File: src/rtl/id_pkg.sv
// Shared encodings and instruction field positions for the decode stage.
// Optional branch/jump target outputs are enabled by ID_BRANCH_TARGET_EN.
package id_pkg;

    typedef enum logic [1:0] {
        REGDST_RT   = 2'b00,
        REGDST_RD   = 2'b01,
        REGDST_LINK = 2'b10,
        REGDST_RSV  = 2'b11
    } regdst_e;

    typedef enum logic [1:0] {
        EXT_SIGN  = 2'b00,
        EXT_ZERO  = 2'b01,
        EXT_UPPER = 2'b10,
        EXT_RSV   = 2'b11
    } ext_e;

    localparam int OPC_LSB   = 26;
    localparam int RS_LSB    = 21;
    localparam int RT_LSB    = 16;
    localparam int RD_LSB    = 11;
    localparam int SHAMT_LSB = 6;
    localparam int FUNC_LSB  = 0;
    localparam int IMM_W     = 16;

endpackage

File: src/rtl/id_decode_comb.sv
// Combinational field extraction, destination select and immediate
// extension for one instruction word.
module id_decode_comb
    import id_pkg::*;
#(
    parameter int DATA_W     = 32,
    parameter int REG_ADDR_W = 5,
    parameter int LINK_REG   = 31
) (
    input  logic [31:0]           i_inst,
    input  logic [1:0]            i_reg_dst,
    input  logic [1:0]            i_ext_op,
    output logic [5:0]            o_opcode,
    output logic [REG_ADDR_W-1:0] o_rs,
    output logic [REG_ADDR_W-1:0] o_rt,
    output logic [REG_ADDR_W-1:0] o_wreg,
    output logic [DATA_W-1:0]     o_imme,
    output logic [5:0]            o_func,
    output logic [4:0]            o_shamt
);

    logic [IMM_W-1:0]      w_imm;
    logic [REG_ADDR_W-1:0] w_rd;

    assign w_imm    = i_inst[IMM_W-1:0];
    assign o_opcode = i_inst[OPC_LSB +: 6];
    assign o_rs     = REG_ADDR_W'(i_inst[RS_LSB +: 5]);
    assign o_rt     = REG_ADDR_W'(i_inst[RT_LSB +: 5]);
    assign w_rd     = REG_ADDR_W'(i_inst[RD_LSB +: 5]);
    assign o_func   = i_inst[FUNC_LSB +: 6];
    assign o_shamt  = i_inst[SHAMT_LSB +: 5];

    always_comb begin
        o_wreg = o_rt;
        unique case (regdst_e'(i_reg_dst))
            REGDST_RD:   o_wreg = w_rd;
            REGDST_LINK: o_wreg = REG_ADDR_W'(LINK_REG);
            default:     o_wreg = o_rt;
        endcase
    end

    // Reserved ext_op falls back to sign extension.
    always_comb begin
        o_imme = {DATA_W{w_imm[IMM_W-1]}};
        o_imme[IMM_W-1:0] = w_imm;
        unique case (ext_e'(i_ext_op))
            EXT_ZERO: begin
                o_imme = '0;
                o_imme[IMM_W-1:0] = w_imm;
            end
            EXT_UPPER: begin
                o_imme = '0;
                o_imme[31:16] = w_imm;
            end
            default: ;
        endcase
    end

endmodule

File: src/rtl/id_stage.sv
// Registered decode stage: handshake, load-use interlock, flush.
// Define ID_BRANCH_TARGET_EN to add registered branch/jump targets.
module id_stage
    import id_pkg::*;
#(
    parameter int DATA_W     = 32,
    parameter int REG_ADDR_W = 5,
    parameter int LINK_REG   = 31
) (
    input  logic                  clk,
    input  logic                  rst_n,
    input  logic                  in_valid,
    output logic                  in_ready,
    input  logic [31:0]           in_inst,
    input  logic [DATA_W-1:0]     in_pc,
    input  logic [1:0]            reg_dst,
    input  logic [1:0]            ext_op,
    input  logic                  ex_is_load,
    input  logic [REG_ADDR_W-1:0] ex_wreg,
    input  logic                  flush,
    output logic                  out_valid,
    input  logic                  out_ready,
    output logic [5:0]            out_opcode,
    output logic [REG_ADDR_W-1:0] out_rreg_a,
    output logic [REG_ADDR_W-1:0] out_rreg_b,
    output logic [REG_ADDR_W-1:0] out_wreg,
    output logic [DATA_W-1:0]     out_imme,
    output logic [5:0]            out_func,
    output logic [4:0]            out_shamt,
    output logic [DATA_W-1:0]     out_pc,
    output logic                  hazard
`ifdef ID_BRANCH_TARGET_EN
    ,
    output logic [DATA_W-1:0]     out_br_target,
    output logic [DATA_W-1:0]     out_j_target
`endif
);

    logic [5:0]            w_opcode;
    logic [REG_ADDR_W-1:0] w_rs;
    logic [REG_ADDR_W-1:0] w_rt;
    logic [REG_ADDR_W-1:0] w_wreg;
    logic [DATA_W-1:0]     w_imme;
    logic [5:0]            w_func;
    logic [4:0]            w_shamt;
    logic                  w_hazard;
    logic                  w_ready;
    logic                  w_accept;

    logic                  r_valid;
    logic [5:0]            r_opcode;
    logic [REG_ADDR_W-1:0] r_rs;
    logic [REG_ADDR_W-1:0] r_rt;
    logic [REG_ADDR_W-1:0] r_wreg;
    logic [DATA_W-1:0]     r_imme;
    logic [5:0]            r_func;
    logic [4:0]            r_shamt;
    logic [DATA_W-1:0]     r_pc;

    id_decode_comb #(
        .DATA_W    (DATA_W),
        .REG_ADDR_W(REG_ADDR_W),
        .LINK_REG  (LINK_REG)
    ) u_dec (
        .i_inst   (in_inst),
        .i_reg_dst(reg_dst),
        .i_ext_op (ext_op),
        .o_opcode (w_opcode),
        .o_rs     (w_rs),
        .o_rt     (w_rt),
        .o_wreg   (w_wreg),
        .o_imme   (w_imme),
        .o_func   (w_func),
        .o_shamt  (w_shamt)
    );

    assign w_hazard = in_valid & ex_is_load & (ex_wreg != '0)
                    & ((ex_wreg == w_rs) | (ex_wreg == w_rt));
    assign w_ready  = (~r_valid | out_ready) & ~w_hazard & ~flush;
    assign w_accept = in_valid & w_ready;

    always_ff @(posedge clk or negedge rst_n) begin
        if (!rst_n) begin
            r_valid  <= 1'b0;
            r_opcode <= '0;
            r_rs     <= '0;
            r_rt     <= '0;
            r_wreg   <= '0;
            r_imme   <= '0;
            r_func   <= '0;
            r_shamt  <= '0;
            r_pc     <= '0;
        end else if (flush) begin
            r_valid <= 1'b0;
        end else if (w_accept) begin
            r_valid  <= 1'b1;
            r_opcode <= w_opcode;
            r_rs     <= w_rs;
            r_rt     <= w_rt;
            r_wreg   <= w_wreg;
            r_imme   <= w_imme;
            r_func   <= w_func;
            r_shamt  <= w_shamt;
            r_pc     <= in_pc;
        end else if (out_ready) begin
            r_valid <= 1'b0;
        end
    end

`ifdef ID_BRANCH_TARGET_EN
    logic [DATA_W-1:0] w_sext;
    logic [DATA_W-1:0] w_pc4;
    logic [DATA_W-1:0] r_br;
    logic [DATA_W-1:0] r_j;

    always_comb begin
        w_sext = {DATA_W{in_inst[15]}};
        w_sext[15:0] = in_inst[15:0];
    end

    assign w_pc4 = in_pc + DATA_W'(4);

    always_ff @(posedge clk or negedge rst_n) begin
        if (!rst_n) begin
            r_br <= '0;
            r_j  <= '0;
        end else if (w_accept) begin
            r_br <= w_pc4 + (w_sext << 2);
            r_j  <= {w_pc4[DATA_W-1:28], in_inst[25:0], 2'b00};
        end
    end

    assign out_br_target = r_br;
    assign out_j_target  = r_j;
`endif

    assign in_ready   = w_ready;
    assign hazard     = w_hazard;
    assign out_valid  = r_valid;
    assign out_opcode = r_opcode;
    assign out_rreg_a = r_rs;
    assign out_rreg_b = r_rt;
    assign out_wreg   = r_wreg;
    assign out_imme   = r_imme;
    assign out_func   = r_func;
    assign out_shamt  = r_shamt;
    assign out_pc     = r_pc;

endmodule

File: config.mk
export PLATFORM = sky130hd
export DESIGN_NAME = id_stage
export DESIGN_NICKNAME = d
export VERILOG_FILES = /design/src/rtl/id_pkg.sv /design/src/rtl/id_decode_comb.sv /design/src/rtl/id_stage.sv
export SDC_FILE = /design/constraint.sdc
export NUM_CORES = 1
export LEC_CHECK = 0
export ABC_AREA = 1
export BUFFER_PORTS_ARGS = -buffer_cell sky130_fd_sc_hd__buf_2
export CORE_ASPECT_RATIO = 1.2
export CORE_MARGIN = 2
export CORE_UTILIZATION = 33
export DETAILED_ROUTE_END_ITERATION = 16
export SYNTH_ARGS = -nofsm -noshare
export SYNTH_HDL_FRONTEND = slang
export SYNTH_SLANG_ARGS = --single-unit
File: constraint.sdc
create_clock -name clk -period 2.67 [get_ports clk]
set_input_delay 0.534 -clock clk [delete_from_list [all_inputs] [get_ports clk]]
set_output_delay 0.534 -clock clk [all_outputs]
set_load 0.01 [all_outputs]
# [Word-level counts from Yosys, hierarchy flattened]
# Index checks and enable logic that the tools add are counted.
# Widths: inputs -> output; s select.
[word_totals] memories=0 ff_bits=97 input_bits=79 out_inout_bits=99 rom_bits=0 mem_bits_rw=0 latch_bits=0 wordCells=34
[classes] n_bitwise=11 n_mux=5 order_cmp=0 n_div=0 addsub=0 n_shift=0 n_reduce_logical=3 multipliers=0 n_eq_ne=6
[op_table] cell="$pmux 32 s2" n=1
[op_table] cell="$eq 5x5->1" n=2
[op_table] cell="$pmux 5 s2" n=1
[op_table] cell="$and 1x1->1" n=6
[op_table] cell="$reduce_bool 5->1" n=1
[op_table] cell="$eq 2x1->1 const B" n=2
[op_table] cell="$eq 2x2->1 const B" n=2
[op_table] cell="$mux 1" n=3
[op_table] cell="$not 1->1" n=3
[op_table] cell="$reduce_bool 3->1" n=1
[op_table] cell="$or 1x1->1" n=2
[op_table] cell="$reduce_and 2->1" n=1

# [Longest topological paths before layout]
# Gate-level depths: netlist of the first run.
[depth] depth_word=9 mapped_depth=12 mapped_depth_nobuf=10

# [Modules after synthesis]
# A second synthesis of the first run with hierarchy kept.
[hier_totals] hier_cells=606 hier_area_um2=4947.2
[modules_own_cells] module="id_stage" cells_per_inst=484 n_inst=1 seq_area_each_um2=2427.3 area_each_um2=4192.8
[modules_own_cells] module="id_decode_comb" cells_per_inst=122 n_inst=1 seq_area_each_um2=0.0 area_each_um2=754.5

# [Worst setup path before layout of the first run]
# OpenSTA, ideal clock, no wires.
[synth_path] path_type="in2out" start="input ex_wreg[2]" end="output in_ready" t_required_ns=2.136 stages=9 t_arrival_ns=1.532 slack_ns=0.604 n_path_buf=2 path_cell_list="nor3_1 > nand3_1 > nand3_1 > inv_2 > nand2_4 > buf_4 > buf_2 > nand2_1 > nor2_1"
[synth_via] elab_chain_cells=6 elab_cells_between_ends=9 cone_classes="2 x eq/ne; 6 x bitwise; 1 x reduce/logical"
[synth_lines] item="start: declaration" line_no="id_stage.sv:19" text="input logic [REG_ADDR_W-1:0] ex_wreg,"
[synth_lines] item="$eq 5x5->1 / $reduce_bool 5->1 (equally long branches)" line_no="id_stage.sv:78, id_stage.sv:77"
[synth_lines] item="$or 1x1->1 / $and 1x1->1 (equally long branches)" line_no="id_stage.sv:78, id_stage.sv:77"
[synth_lines] item="$and 1x1->1 (*)" line_no="id_stage.sv:78" text="& ((ex_wreg == w_rs) | (ex_wreg == w_rt));"
[synth_lines] item="$not 1->1 (*)" line_no="id_stage.sv:79" text="assign w_ready = (~r_valid | out_ready) & ~w_hazard & ~flush;"
[synth_lines] item="$and 1x1->1 (*) (2 in series)" line_no="id_stage.sv:79"
[synth_lines] item="end: declaration" line_no="id_stage.sv:13" text="output logic in_ready,"
# Mark *: on every way between the ends. The rest lies on a longest branch, timed or not.

# [Worst setup path after layout of the first run]
# Ends and elaborated chain as after synthesis.

==> results of run 1 <==
-- per-layer routing --
metal	GRT usage [%]	vias to the layer above
met3	3.503	22
met1	24.56	2150
met5	0	-
li1	-	2168
met2	31.45	158
met4	6.790	0
-- layout make-up --
| class | count | area, µm² |
|---|---|---|
| fill | 1411 | 7780 |
| sequential | 97 | 2427 |
| multi-input combinational | 384 | 1817 |
| timing repair buffer | 185 | 1001 |
| clock buffer | 9 | 225.2 |
| tap | 171 | 214.0 |
| inverter | 38 | 142.6 |
| clock inverter | 7 | 95.09 |
-- critical path, stage by stage --
cell and delay [ns]:
buf_2 0.13, nor3_1 0.22, nand3_1 0.09, nand3_1 0.09, inv_2 0.05, nand2_4 0.13, nand2_1 0.07, nor2_1 0.07
buf_2 0.13
-- report_power, final --
part           internal, W  leakage (nW)  switching, W
combinational     0.000360          2.06      0.000574
clock             0.000821         0.155      0.000589
sequential         0.00171          1.22      0.000132
total              0.00289          3.44       0.00130
-- cells by family after synthesis --
family	count (synthesis)
AOI/OAI and AO/OA	35
xor gates and xnor gates	2
adders and majority gates	4
buffers and inverters	84
DFF	97
and+or+nand+nor	343
-- per-stage QoR --
stage | total power [W] | hold WS [ns] | utilization, % | instances
6_report | 0.004184 | 0.1855 | 43.22 | 891
5_1_grt | 0.004414 | 0.2273 | 43.22 | 891
4_1_cts | 0.004235 | 0.2040 | 43.22 | 891
3_5_place_dp | 0.002809 | 0.4533 | 40.88 | 875
3_3_place_gp | 0.002791 | 0.4479 | 40.88 | 875
2_1_floorplan | 0.002334 | 0.2384 | - | 565
-- worst min path at each step --
stage                           endpoint  slack [ns]  depth (start not counted)
3_5_place_dp   out_rreg_a[3]$_DFFE_PN0P_        0.45                          2
3_3_place_gp      out_pc[28]$_DFFE_PN0P_        0.45                          2
4_1_cts         out_imme[21]$_DFFE_PN0P_        0.20                          1
6_report         out_func[4]$_DFFE_PN0P_        0.19                          1
2_1_floorplan    out_func[0]$_DFFE_PN0P_        0.24                          0
5_1_grt          out_func[5]$_DFFE_PN0P_        0.23                          1
-- flip-flops by register name (all words and copies together), names as in the netlist --
name / cells
out_valid: 1
out_rreg_a: 5
out_opcode: 6
out_func: 6
out_shamt: 5
out_pc: 32
out_wreg: 5
out_imme: 32
out_rreg_b: 5
-- cells in the mapped netlist, types with 2 or more instances --
library cell,instances,area [µm²]
xnor2_1,2,17.52
a21oi_1,13,65.06
o21ai_0,17,85.08
buf_4,2,15.01
nand3_1,4,20.02
buf_1,8,30.03
nand4_1,96,600.6
buf_6,3,33.78
a22oi_1,3,22.52
buf_2,10,50.05
nor2_1,16,60.06
dfrtp_1,97,2427
ha_1,4,50.05
inv_1,34,127.6
nand2_1,224,840.8
inv_2,4,15.01
clkbuf_1,23,86.33
==> impl_results.md, run 1 <==
* Status: completed
* Cell Area, Synth at 4587 µm²
* Wire length of the first global-routing pass at between 20000 and 25000 µm
* Timing endpoint of the critical path: in_ready
* Vias in the first global route at approximately 4.4k
* Starting utilization of the core area at 33.48%
* Final routed DRC violation total at 0
* Unique masters post-synth at 22
* Slew margin rel. at between 20% and 30%
* Required time reported for the critical path endpoint at 2.14 ns
* Core region area at ~14000 µm²
* Total routed wire length on the met1 layer at between 6000 and 7000 µm
* Die Span Y at 133.2 µm
* Overall fraction of global-route tracks in use at between 10% and 20%
* Pre-CTS WS at ~0.55 ns
* Total detailed-routing wirelength at between 10000 and 15000 µm
* Reg-to-reg startpoint: out_valid$_DFFE_PN0P_
* Transition at the pin with the smallest max-transition slack at around 1.1 ns
* Max-slew violation total from the final report at 0
* Max-Cap Viols at 0
* Last weighted congestion value of the routability-driven placer at ~0.8
* Critical register-to-register path endpoint: out_imme[11]$_DFFE_PN0P_
* Mux cell area share after synthesis at 0%
* Port bufs at between 150 and 200
* Synthesized-area fraction occupied by ao, oa, aoi and oai cells at just over 4%
* Post-CTS resize count at 0
* Routed wl met3 at ~720 µm
* Sum of net half-perimeters after detailed placement at 9491 µm
* Area after detailed placement at 5602 µm²
* Sum of overflow across all layers after global routing at 0
* CTS Root Cell: clkbuf_16
* Area added between synthesis and finish at 29.11%
* Unrepaired setup endpoints after global routing: no
* Capturing element type of the critical path: output port
* Uppermost signal routing layer after detailed routing: met4
* Worst Path Arrival at about 1.5 ns
* Iteration count of the initial detailed-routing pass at 4
* Clock latency on the worst-skew pair at around 0.35 ns
* Power density over the cells at 706.6 nW/µm²
* Number of H-tree levels at 3
* CTS buffer count at 9
* Post-route clock skew at 0.005810 ns
* First element of the critical path: ex_wreg[2]
* Setup WS post-layout at 0.6105 ns
* Die X at 111.6 µm
* Share of the synthesized netlist area taken by xor and xnor gates at less than 1%
* Number of nets in the synthesized netlist at around 650
* Per-cell routed wire length at 15.87 µm
* Part of the cycle the worst path needs at slightly below 80%
* Largest buffer count on any clock path at 2
* Count of vias placed by the detailed router at between 4k and 5k
* Async set-or-reset flop fraction in the synthesized netlist at 100.0%
* Gate Count Post-Synth at 565
* Tightest Hold Check Type: in2async
* Top-level port count at between 150 and 200
* Final number of setup-violating endpoints at 0
* Sequential cell area fraction in the yosys report at a little over half
* Vias per inst at about 5.0
* Max IR drop VDD at about 0.26 mV
* Worst setup path category: in2out
* Count of inserted antenna diode cells at 0
* Reg-to-reg slack, setup at ~1.1 ns
* Metal2 WL at approximately 7000 µm
* Total Neg Setup Slack at 0 ns
* Post-route antenna net violation count at 0
* Post-synth top flop: dfrtp_1
* Area of the die at between 10000 and 15000 µm²
* Flip-flop and latch count after synthesis at a little under 100
* Synth warnings at 0
* Clock-pin slew on the worst setup and hold paths at around 0.070 ns
* Row count at 47
* Peak clock frequency supported by timing at about 500 MHz
* Leakage power at between 3 and 4 nW
* Kind of launch point of the worst setup path: input pin
* Post-layout min period at between 2 and 2.5 ns
* Leading cell types in the layout, fill and taps excluded: nand2_1 (224), buf_2 (175), dfrtp_1 (97)
* Layout cells sized above 1 at 28.89%
* Post-synthesis share of cell area spent on full adders, half adders and majority gates at 1.091%
* Commonest non-fill, non-tap cell in the layout: nand2_1
* CTS hold repair buffers at 0
* Clock Sink Count at slightly below 100
* Antenna violations before repair at 0
* Post-CTS setup repair buffer count at 0
* CTS tree: built
* Fin nets at about 800
* First-iteration detailed-routing DRC count at about 260
* Hold Fails Final Rpt at 0
* Critical Path Fanout Max at 6
* Number of cells traversed by the worst register-to-register path at 5
* Number of enable flip-flop cells after synthesis at 0
* Area fraction in and, or, nand and nor cells after synthesis at 33.74%
* Combinational family with the most area after synthesis: simple AND/OR/NAND/NOR gates
* Post-route design area at 5922 µm²
* Maximum number of pins on one net before global-route repair at 97
* Synthesized area per cell at between 8 and 9 µm²
No activity file was read; power rests on OpenSTA's default activity.
==> inputs of run 2 (changes only) <==
--- a/config.mk
+++ b/config.mk
@@ -5,7 +5,7 @@
 export SDC_FILE = /design/constraint.sdc
 export NUM_CORES = 1
 export LEC_CHECK = 0
-export ABC_AREA = 1
+export ABC_AREA = 0
 export BUFFER_PORTS_ARGS = -buffer_cell sky130_fd_sc_hd__buf_2
 export CORE_ASPECT_RATIO = 1.2
 export CORE_MARGIN = 2
==> constraint.sdc (replaced) <==
create_clock -name clk -period 1.78 [get_ports clk]
set_input_delay 0.356 -clock clk [delete_from_list [all_inputs] [get_ports clk]]
set_output_delay 0.356 -clock clk [all_outputs]
set_load 0.01 [all_outputs]
==> impl_results.md, run 2 <==
* Critical register-to-register path endpoint: out_pc[28]$_DFFE_PN0P_
* Share of total power in the clock network at 31.8% (-1.9 points)
* Leading cell type by number of instances after synthesis: dfrtp_1
* Unrepaired setup endpoints after global routing: yes
* Combinational Power Share at 26.6% (+4.3 points)
* Commonest non-fill, non-tap cell in the layout: buf_2
* Maximum number of pins on one net before global-route repair at 60 (-38%)
* Post-synth top flop: dfrtp_1
* Post-route antenna net violation count at 0 (unchanged)
* Clock latency on the worst-skew pair at 0.34 ns (about the same)
* Power density over the cells at 1060 nW/µm² (+50%)
* Worst Path Arrival at 1.61 ns (+0.08 ns)
* First-iteration detailed-routing DRC count at 115 (-55%)
* Max IR drop VDD at 0.4347 mV (+65%)
* Peak clock frequency supported by timing at between 500 and 600 MHz
* Sum of net half-perimeters after detailed placement at 7482 µm (-21%)
* Internal power component at 0.004905 W (+70%)
* Port bufs at 177 (unchanged)
* Sw power at 0.001895 W (+46%)
* Core region area at 12170 µm² (-11%)
* Number of enable flip-flop cells after synthesis at 0 (unchanged)
* Synth warnings at 0 (unchanged)
* Share of the synthesized area in the top cell type at 58.93% (+6.0 points)
* Capturing element type of the critical path: output port
* Overall fraction of global-route tracks in use at 17.10% (-1.7 points)
* Reg-to-reg startpoint: out_valid$_DFFE_PN0P_
* Hold path startpoint: flush
* Status: finished, violations left
* Post-synthesis share of cell area spent on full adders, half adders and majority gates at 1.215% (+0.12 points)
* Pre-CTS WS at -0.4680 ns (-1.015 ns)
* Transition at the pin with the smallest max-transition slack at 0.6330 ns (-0.4196 ns)
* Largest buffer count on any clock path at 2 (unchanged)
* Post-route clock skew at 0.008237 ns (+0.002428 ns)
* Required time reported for the critical path endpoint at 1.42 ns (-0.72 ns)
* Gate Count Post-Synth at 294 (-48%)
* Area added between synthesis and finish at 55.77%
* Switching share of power at 27.87% (-3.1 points)
* Max-Cap Viols at 0 (unchanged)
* Cell type with the highest aggregate area in the netlist: dfrtp_1
* Area of the die at 13390 µm² (-9.9%)
* Highest-delay cell along the critical path: or4_4
* Number of nets in the synthesized netlist at 377 (-42%)
* Commonest cells in the netlist: dfrtp_1 (97), mux2_2 (50), a21oi_1 (21)
* Setup WS post-layout at -0.1906 ns (-0.8011 ns)
* Part of the cycle the worst path needs at 110.7%
* Hold Fails Final Rpt at 0 (unchanged)
* Leakage power at 3.255 nW (-5.3%)
* Unique masters post-synth at 31 (+41%)
* Clock-pin slew on the worst setup and hold paths at 0.07 ns (about the same)
* Violations in the final reports: negative setup slack
* Sequential power share at 41.6% (-2.3 points)
* Total Neg Setup Slack at -7.529 ns (-7.529 ns)
* Row count at 44 (-6.4%)
* Number of H-tree levels at 3 (unchanged)
* CTS buffer count at 9 (unchanged)
* Post-layout min period at roughly 2.0 ns
* Kind of launch point of the worst setup path: input pin
* Reg-to-reg slack, setup at 0 ns (-1.14 ns)
* Sum of overflow across all layers after global routing at 0 (unchanged)
* Mux cell area share after synthesis at 22.66% (+23 points)
* Leading cell types in the layout, fill and taps excluded: buf_2 (174), dfrtp_1 (97), mux2_4 (51)
* Flip-flop and latch count after synthesis at 97 (unchanged)
* Synthesized area per cell at 14.01 µm² (+73%)
* Worst setup path category: in2out
* Starting utilization of the core area at 33.85% (+0.38 points)
* Antenna violations before repair at 1 (+1)
* CTS Root Cell: clkbuf_16
* Synthesized-area fraction occupied by ao, oa, aoi and oai cells at 8.657% (+4.6 points)
* Per-cell routed wire length at 17.20 µm (+8.4%)
* Count of vias placed by the detailed router at 3221 (-28%)
* Largest incremental delay on the critical path at 0.54 ns (+0.32 ns)
* Count of fill cells added during filler insertion at 1055 (-25%)
* Vias per inst at 4.682 (-7.3%)
* Iteration count of the initial detailed-routing pass at 4 (unchanged)
* Area fraction in and, or, nand and nor cells after synthesis at 2.157% (-32 points)
* Total detailed-routing wirelength at 11830 µm (-16%)
* Number of cells traversed by the worst register-to-register path at 7 (+2)
* Last weighted congestion value of the routability-driven placer at 0.7744 (-5.3%)
* Sequence of cells on the critical path: buf_6 -> or4_4 -> o211ai_1 -> nor2_2 -> nor3b_2 -> buf_2
* Slew margin rel. at 57.80% (+28 points)
* Overall power consumption at 0.006800 W (+63%)
* Fin nets at 604 (-24%)
* Die Span Y at 126.4 µm (-5.1%)
* Final number of setup-violating endpoints at 80 (+80)
* CTS tree: built
* Vias in the first global route at 3291 (-25%)
* Async set-or-reset flop fraction in the synthesized netlist at 100.0% (unchanged)
* Max-slew violation total from the final report at 0 (unchanged)
* Final routed DRC violation total at 0 (unchanged)
* Wire length of the first global-routing pass at 17700 µm (-22%)
* Number of cells on the worst hold path at 2
* Cell Area, Synth at 4119 µm² (-10%)
* Die X at 106.0 µm (-5.1%)
* Tightest Hold Check Type: in2reg
* End of the worst hold path: out_valid$_DFFE_PN0P_
* Share of the synthesized netlist area taken by xor and xnor gates at 2.126% (+1.7 points)
* Layout cells sized above 1 at 60.46% (+32 points)
* Clock Sink Count at 97 (unchanged)
* Combinational family with the most area after synthesis: multiplexers
* Sequential cell area fraction in the yosys report at 58.93% (+6.0 points)
* Post-route worst hold slack at 0.2026 ns (+0.01719 ns)
* Critical Path Fanout Max at 2 (-4)
* Cells taking the most area after synthesis: dfrtp_1 (59%), mux2_2 (14%), mux2_4 (5.1%), mux2i_1 (3.9%), a22o_1 (3.4%)
* Top-level port count at 178 (unchanged)
-- run 2: cell types whose count changed after synthesis, sizes merged, moves of 11 or more --
cell	change
mux2	+64
buf	-11
inv	-18
o21ai	-11
clkbuf	-20
nor2	-14
a22o	+16
mux2i	+16
nand4	-96
nand2	-218
-- run 2: cells by family (layout without fill, tap and decap cells) --
logic type	Yosys count	in the layout
xor+xnor	10	10
other cells	0	1
flops	97	97
mux	80	80
fa+ha+maj	4	4
simple gates	17	17
compound gates	51	51
buf+inv	35	267
-- run 2: worst max-delay path, delay by kind of cell --
family | cells | cell delay [ns]
compound gates | 1 | 0.24
simple gates | 3 | 0.78
buf+inv | 2 | 0.23
-- run 2: layout make-up --
class | count | area [µm²] | area share (%)
inverters | 20 | 75.07 | 1.170
flip-flops and latches | 97 | 2427 | 37.83
clock inverters | 6 | 97.59 | 1.521
diodes | 1 | 2.502 | 0.03900
multi-input cells | 162 | 1684 | 26.25
clock buffers | 10 | 239.0 | 3.725
well taps | 161 | 201.4 | 3.140
repair buffers | 231 | 1689 | 26.33
-- run 2: repair_timing --
item,CTS,global route
setup buffers,8,4
pin swaps,3,5
endpoints found under the setup margin,65,95
hold buffers,1,0
gates resized for setup,46,17
endpoints found under the hold margin,9,0
gates cloned,7,4
-- run 2: how the worst max path moves through the flow --
stage | startpoint | endpoint | slack [ns] | depth (start not counted)
3_3_place_gp | ex_wreg[1] | out_pc[15]$_DFFE_PN0P_ | -0.42 | 6
4_1_cts | ex_wreg[1] | out_pc[21]$_DFFE_PN0P_ | -0.19 | 8
2_1_floorplan | ex_wreg[1] | out_pc[27]$_DFFE_PN0P_ | -0.24 | 5
6_report | ex_wreg[1] | in_ready | -0.19 | 6
3_5_place_dp | ex_wreg[1] | out_pc[17]$_DFFE_PN0P_ | -0.47 | 6
5_1_grt | ex_wreg[1] | in_ready | -0.24 | 6
-- run 2: through the flow --
stage / instance area, µm² / utilization, % / instances
floorplan: 4141 / - / 294
global placement: 5430 / 44.63 / 648
detailed placement: 5430 / 44.63 / 648
CTS: 6217 / 51.10 / 680
global route: 6414 / 52.71 / 687
finish: 6416 / 52.74 / 688
-- run 2: power by group through the flow --
| stage | clock network (W) | registers [W] | logic [W] |
|---|---|---|---|
| after global routing | 0.00232 | 0.00288 | 0.00195 |
| final | 0.00216 | 0.00283 | 0.00181 |
| after CTS | 0.00222 | 0.00283 | 0.00176 |
| after global placement | 0 | 0.00285 | 0.00152 |
| after detailed placement | 0 | 0.00286 | 0.00156 |
| after floorplan | 0 | 0.00305 | 0.000588 |
-- run 2: layer usage --
layer | up-vias | GRT usage (%) | share of wire (%)
met2 | 124 | 28.16 | 48
met1 | 1604 | 22.47 | 45
met3 | 14 | 3.494 | 5.2
li1 | 1479 | - | -
met4 | 0 | 6.037 | 1.4
met5 | - | 0 | 0
